--- src/rtl/rom_loader_pkg.sv ---
// rtl/rom_loader_pkg.sv - shared types and defaults for the ROM download loader
package rom_loader_pkg;

   localparam logic [24:0] TILE_BASE_DEFAULT = 25'h40000;

   typedef struct packed {
      logic [24:0] addr;
      logic [7:0]  data;
   } ldr_entry_t;

   typedef enum logic [1:0] {
      ST_IDLE,
      ST_ISSUE,
      ST_WAIT_ACK
   } ldr_state_t;

   function automatic logic is_tile(input logic [24:0] addr, input logic [24:0] base);
      return addr >= base;
   endfunction

endpackage

--- src/rtl/ldr_fifo.sv ---
// rtl/ldr_fifo.sv - synchronous FIFO buffering download bytes ahead of the SDRAM ports
module ldr_fifo #(
   parameter int  DEPTH   = 4,
   parameter type entry_t = logic [7:0]
) (
   input  logic   clk_sys,
   input  logic   reset,
   input  logic   push,
   input  entry_t push_data,
   input  logic   pop,
   output entry_t pop_data,
   output logic   full,
   output logic   empty
);

   localparam int AW = $clog2(DEPTH);
   localparam logic [AW:0] DEPTH_W = (AW+1)'(DEPTH);

   entry_t         mem [DEPTH];
   logic [AW-1:0]  wr_ptr;
   logic [AW-1:0]  rd_ptr;
   logic [AW:0]    count;
   logic           do_push;
   logic           do_pop;

   assign full     = (count == DEPTH_W);
   assign empty    = (count == '0);
   assign do_pop   = pop & ~empty;
   // A push into a full FIFO is still taken when the head leaves in the same cycle.
   assign do_push  = push & (~full | do_pop);
   assign pop_data = mem[rd_ptr];

   // Entry storage; contents need no reset since count guards every read.
   always_ff @(posedge clk_sys) begin
      if (do_push) begin
         mem[wr_ptr] <= push_data;
      end
   end

   // Pointer and occupancy bookkeeping.
   always_ff @(posedge clk_sys) begin
      if (reset) begin
         wr_ptr <= '0;
         rd_ptr <= '0;
         count  <= '0;
      end else begin
         if (do_push) wr_ptr <= wr_ptr + 1'b1;
         if (do_pop)  rd_ptr <= rd_ptr + 1'b1;
         case ({do_push, do_pop})
            2'b10:   count <= count + 1'b1;
            2'b01:   count <= count - 1'b1;
            default: count <= count;
         endcase
      end
   end

endmodule

--- src/rtl/rom_loader.sv ---
// rtl/rom_loader.sv - steers ioctl download bytes into two toggle-handshake SDRAM ports
module rom_loader
   import rom_loader_pkg::*;
#(
   parameter logic [24:0] TILE_BASE  = TILE_BASE_DEFAULT,
   parameter int          FIFO_DEPTH = 4
) (
   input  logic        clk_sys,
   input  logic        reset,
   input  logic        ioctl_downl,
   input  logic        ioctl_wr,
   input  logic [24:0] ioctl_addr,
   input  logic [7:0]  ioctl_dout,
   output logic        port1_req,
   input  logic        port1_ack,
   output logic [22:0] port1_a,
   output logic [1:0]  port1_ds,
   output logic [15:0] port1_d,
   output logic        port1_we,
   output logic        port2_req,
   input  logic        port2_ack,
   output logic [22:0] port2_a,
   output logic [1:0]  port2_ds,
   output logic [15:0] port2_d,
   output logic        port2_we,
   output logic        rom_loaded,
   output logic        overflow
);

   logic        ack1_meta, ack1_sync;
   logic        ack2_meta, ack2_sync;
   logic        wr_d, downl_d;
   logic        downl_rise, downl_fall;
   logic        flushing;
   logic        push, pop, full, empty, drop;
   logic        port1_idle, port2_idle;
   logic        head_tile, cur_tile, target_idle;
   logic [24:0] head_off;
   logic        unused_head_msb;
   ldr_entry_t  push_entry, head;
   ldr_state_t  state, state_nxt;

   // Bring both acks from the SDRAM clock domain through two flops.
   always_ff @(posedge clk_sys) begin
      if (reset) begin
         ack1_meta <= 1'b0;
         ack1_sync <= 1'b0;
         ack2_meta <= 1'b0;
         ack2_sync <= 1'b0;
      end else begin
         ack1_meta <= port1_ack;
         ack1_sync <= ack1_meta;
         ack2_meta <= port2_ack;
         ack2_sync <= ack2_meta;
      end
   end

   assign port1_idle = (port1_req == ack1_sync);
   assign port2_idle = (port2_req == ack2_sync);

   // Delayed copies of the ioctl strobes for edge detection.
   always_ff @(posedge clk_sys) begin
      if (reset) begin
         wr_d    <= 1'b0;
         downl_d <= 1'b0;
      end else begin
         wr_d    <= ioctl_wr;
         downl_d <= ioctl_downl;
      end
   end

   assign downl_rise = ioctl_downl & ~downl_d;
   assign downl_fall = ~ioctl_downl & downl_d;
   assign push       = ioctl_wr & ~wr_d & ioctl_downl;
   assign push_entry = '{addr: ioctl_addr, data: ioctl_dout};
   assign drop       = push & full & ~pop;

   ldr_fifo #(
      .DEPTH   (FIFO_DEPTH),
      .entry_t (ldr_entry_t)
   ) u_fifo (
      .clk_sys   (clk_sys),
      .reset     (reset),
      .push      (push),
      .push_data (push_entry),
      .pop       (pop),
      .pop_data  (head),
      .full      (full),
      .empty     (empty)
   );

   // Tile bytes are rebased so the tile ROM starts at word 0 of port2.
   assign head_tile       = is_tile(head.addr, TILE_BASE);
   assign head_off        = head_tile ? (head.addr - TILE_BASE) : head.addr;
   assign target_idle     = head_tile ? port2_idle : port1_idle;
   assign unused_head_msb = head_off[24];

   // Drain FSM state register.
   always_ff @(posedge clk_sys) begin
      if (reset) state <= ST_IDLE;
      else       state <= state_nxt;
   end

   // Drain FSM: one request in flight at a time across both ports.
   always_comb begin
      state_nxt = state;
      pop       = 1'b0;
      case (state)
         ST_IDLE: begin
            if (!empty && target_idle) state_nxt = ST_ISSUE;
         end
         ST_ISSUE: begin
            pop       = 1'b1;
            state_nxt = ST_WAIT_ACK;
         end
         ST_WAIT_ACK: begin
            if (cur_tile ? port2_idle : port1_idle) state_nxt = ST_IDLE;
         end
         default: state_nxt = ST_IDLE;
      endcase
   end

   // Port address/data/request registers, loaded only when a request issues.
   always_ff @(posedge clk_sys) begin
      if (reset) begin
         cur_tile  <= 1'b0;
         port1_req <= 1'b0;
         port1_a   <= '0;
         port1_ds  <= '0;
         port1_d   <= '0;
         port2_req <= 1'b0;
         port2_a   <= '0;
         port2_ds  <= '0;
         port2_d   <= '0;
      end else if (state == ST_ISSUE) begin
         cur_tile <= head_tile;
         if (head_tile) begin
            port2_a   <= head_off[23:1];
            port2_ds  <= {head_off[0], ~head_off[0]};
            port2_d   <= {head.data, head.data};
            port2_req <= ~port2_req;
         end else begin
            port1_a   <= head_off[23:1];
            port1_ds  <= {head_off[0], ~head_off[0]};
            port1_d   <= {head.data, head.data};
            port1_req <= ~port1_req;
         end
      end
   end

   // Download completion tracking and the sticky overflow flag.
   always_ff @(posedge clk_sys) begin
      if (reset) begin
         rom_loaded <= 1'b0;
         flushing   <= 1'b0;
         overflow   <= 1'b0;
      end else begin
         if (downl_rise) begin
            rom_loaded <= 1'b0;
            flushing   <= 1'b0;
         end else if (downl_fall) begin
            flushing <= 1'b1;
         end else if (flushing && empty && state == ST_IDLE) begin
            rom_loaded <= 1'b1;
            flushing   <= 1'b0;
         end
         if (drop)            overflow <= 1'b1;
         else if (downl_rise) overflow <= 1'b0;
      end
   end

   // Write enable covers the falling-edge cycle so it never dips mid-drain.
   assign port1_we = ioctl_downl | flushing | downl_fall;
   assign port2_we = ioctl_downl | flushing | downl_fall;

endmodule

--- config.mk ---
export PLATFORM = sky130hd
export DESIGN_NAME = rom_loader
export DESIGN_NICKNAME = d
export VERILOG_FILES = /design/src/rtl/rom_loader_pkg.sv /design/src/rtl/ldr_fifo.sv /design/src/rtl/rom_loader.sv
export SDC_FILE = /design/constraint.sdc
export NUM_CORES = 1
export LEC_CHECK = 0
export ABC_AREA = 1
export CELL_PAD_IN_SITES_DETAIL_PLACEMENT = 1
export CELL_PAD_IN_SITES_GLOBAL_PLACEMENT = 2
export CORE_UTILIZATION = 36
export CTS_BUF_LIST = sky130_fd_sc_hd__clkbuf_2 sky130_fd_sc_hd__clkbuf_4 sky130_fd_sc_hd__clkbuf_8
export CTS_CLUSTER_DIAMETER = 80
export DETAILED_ROUTE_END_ITERATION = 12
export PLACE_DENSITY_LB_ADDON = 0.1
export SYNTH_ARGS = -nofsm -noshare
export SYNTH_HDL_FRONTEND = slang
export SYNTH_HIERARCHICAL = 1
export SYNTH_SLANG_ARGS = --single-unit
--- constraint.sdc ---
create_clock -name clk_sys -period 3.4 [get_ports clk_sys]
set_input_delay 0.68 -clock clk_sys [delete_from_list [all_inputs] [get_ports clk_sys]]
set_output_delay 0.68 -clock clk_sys [all_outputs]
set_load 0.03 [all_outputs]
==> qor.txt <==
Synth Area in Compound Gates: 0.0860
grt total ovfl: 0
status: finished, final reports clean
First DRT Iteration DRCs: 193
Mapped Cells: 839
worst slew pin tran: 0.781 ns
register area share after synthesis: 0.671
core area: 0.0234 sq mm
Main synth FF type: edfxtp_1
Hold Path Origin: ack2_meta
RePlAce Congestion: 0.720
Post-Place Cell Area: 0.0101 sq mm
DRC viols: 0
later-pin clock latency in the skew report: 0.52 ns
simple-gate share of the synthesized area: 0.162
worst vdd ir: 304 uV
Die X: 156 um
initial core utilization: 0.366
most frequent cells in the layout: 203 x nor2_1, 132 x edfxtp_1, 126 x clkdlybuf4s50_1
main combinational cell family by area after synthesis: simple AND/OR/NAND/NOR gates
multiplexer area fraction after synthesis: 0
Setup-failing EPs final: 0
CTS resizes: 0
Area Growth Syn to Fin: 27.6%
Fin. Hold Viols: 0
worst reg-to-reg path cell count: 10
I/O Buffers: 126
largest net degree at the start of global routing: 45
Synth Net Count: 884
top cell type's share of synthesized area: 0.463
initial antenna violation count: 0
Worst Hold End: ack2_sync
Crit Path Class: flip-flop to flip-flop
Pre-Repair DR Iteration Count: 4
Hold Path Class: flip-flop to flip-flop
max cap viols: 0
FF+latch count, synth: 221
WHS: 0.407 ns
CP max FO: 24
IO Pins: 127
Fmax: 0.359 GHz
# rows: 56
TNS Setup: 0 ns
Via Count: 6244
Worst R2R End: port1_a[10]
CP endpoint kind: flip-flop
post-route cell area: 0.0109 sq mm
CTS tree: built
Mean Syn Cell Area: 10.2 sq um
vias per cell: 4.75
Worst-path clk slew: 0.06 ns
worst hold stages: 2
Post-Synth XOR/XNOR Area: 0.00307
DRT Wirelength: 22000 um
minimum clock period: 2.79 ns
worst clock skew on the final layout: 0.0154 ns
crit path DAT: 3.24 ns
Cell Area, Synth: 0.00856 sq mm
CTS sink count: 221
die area: 0.0244 sq mm
antenna-violating nets left: 0
CTS HTree Levels: 2
Multi-input gate area: 0.00227 sq mm
RSZ-0062 raised after global routing: false
Synth area leaders: edfxtp_1 46%, dfxtp_1 21%, nor2_1 9.1%
P per Cell Area: 560 mW/mm^2
proportion of layout cells with a drive suffix above 1: 0.104
Unique masters post-synth: 29
leak pwr: 0.00409 uW
n_diodes: 0
maximum clock insertion buffer count: 3
first-pass GRT wire length: 35100 um
Filler Cells Inserted: 2645
area leader, netlist: edfxtp_1
startpoint types: flip-flop
Register Area: 0.00575 sq mm
FFs w/ async S/R, synth: 0
setup bufs post-CTS: 0
Detailed Place HPWL: 14300 um
CTS Hold Bufs: 0
fin nets: 1011
CP required: 3.85 ns
vias in the first global route: 6646
fin. max-slew vios: 0
Synth Area in Adders: 0.00964
EDFF count, synth: 132
clock root buffer: clkbuf_8
flop-to-flop setup slack: 0.61 ns
Final Util: 0.467
die height: 156 um
Tot Pwr: 6110 uW
relative slew slack: 0.479
commonest non-fill, non-tap cell in the layout: nor2_1
Num CTS Buffers: 40
gr usage total: 0.187
wire length per cell: 16.7 um
synth warn: 6
Final Cycle Share: 0.820
[worst max-delay path, stage by stage (launching register included)]
cell and delay (ns):
dfxtp_2 0.59, inv_2 0.26, o21ai_0 0.22, o22ai_1 0.15, nor2_2 0.15, nand2_1 0.15, nor2_4 0.20, nand2_2 0.26
inv_2 0.51, nor2_1 0.09, nor2_1 0.12
[layout make-up]
cell class / instances / share of cell area
inverters: 71 / 0.0244
multi-input cells: 492 / 0.208
clock buffers: 61 / 0.0677
flip-flops and latches: 221 / 0.526
repair buffers: 140 / 0.131
well taps: 319 / 0.0365
clock inverters: 10 / 0.00653
[flip-flops by register name (all words and copies together), names as in the netlist, 2 cells and up, named ones only]
signal and count:
state 2, u_fifo/mem 132, port2_d 8, u_fifo/rd_ptr 2, u_fifo/count 3, port1_ds 2
port2_a 23, u_fifo/wr_ptr 2, port1_a 23, port2_ds 2, port1_d 8
[metrics by stage]
| step | instances | worst slack, ns |
|---|---|---|
| global route | 1314 | 0.280 |
| detailed placement | 1243 | 0.601 |
| CTS | 1314 | 0.568 |
| floorplan | 839 | 0.206 |
| global placement | 1243 | 0.725 |
| finish | 1314 | 0.612 |
[metal layers]
layer / global-route usage / wire, um
met5: 0 / 0
met4: 0.0588 / 466
met3: 0.0396 / 1030
met2: 0.327 / 10700
met1: 0.231 / 9800
[Yosys cell counts, drive strengths merged (3+ instances only)]
master	n
a21oi	8
nand4	3
clkbuf	14
nor2	213
buf	41
edfxtp	132
xnor2	3
inv	71
nand2	106
dfxtp	89
nor3	4
ha	5
nand3	18
o22ai	33
o21ai	95
[cells by family (layout without fill, tap and decap cells)]
logic type	Yosys count	count (layout)
simple gates	345	345
compound gates	138	138
buf+inv	126	282
xor+xnor	3	3
fa+ha+maj	6	6
flops	221	221
[report_power, final]
group          internal, uW  leakage [uW]  switching [uW]  total (uW)
combinational           238       0.00173             395         633
clock                  1460      0.000439            1050        2510
sequential             2930       0.00192            45.6        2970
[worst max path at each step]
| stage | end | depth (start not counted) | from | slack [ns] |
|---|---|---|---|---|
| 2_1_floorplan | u_fifo/mem[0][0] | 4 | ioctl_downl | 0.21 |
| 3_3_place_gp | port1_we | 4 | ioctl_downl | 0.73 |
| 3_5_place_dp | port1_a[12] | 10 | flip-flop | 0.60 |
| 4_1_cts | port1_a[10] | 10 | flip-flop | 0.57 |
| 5_1_grt | port1_a[5] | 10 | flip-flop | 0.28 |
| 6_report | port1_a[10] | 10 | flip-flop | 0.61 |
(Power assumes the default switching activity.)
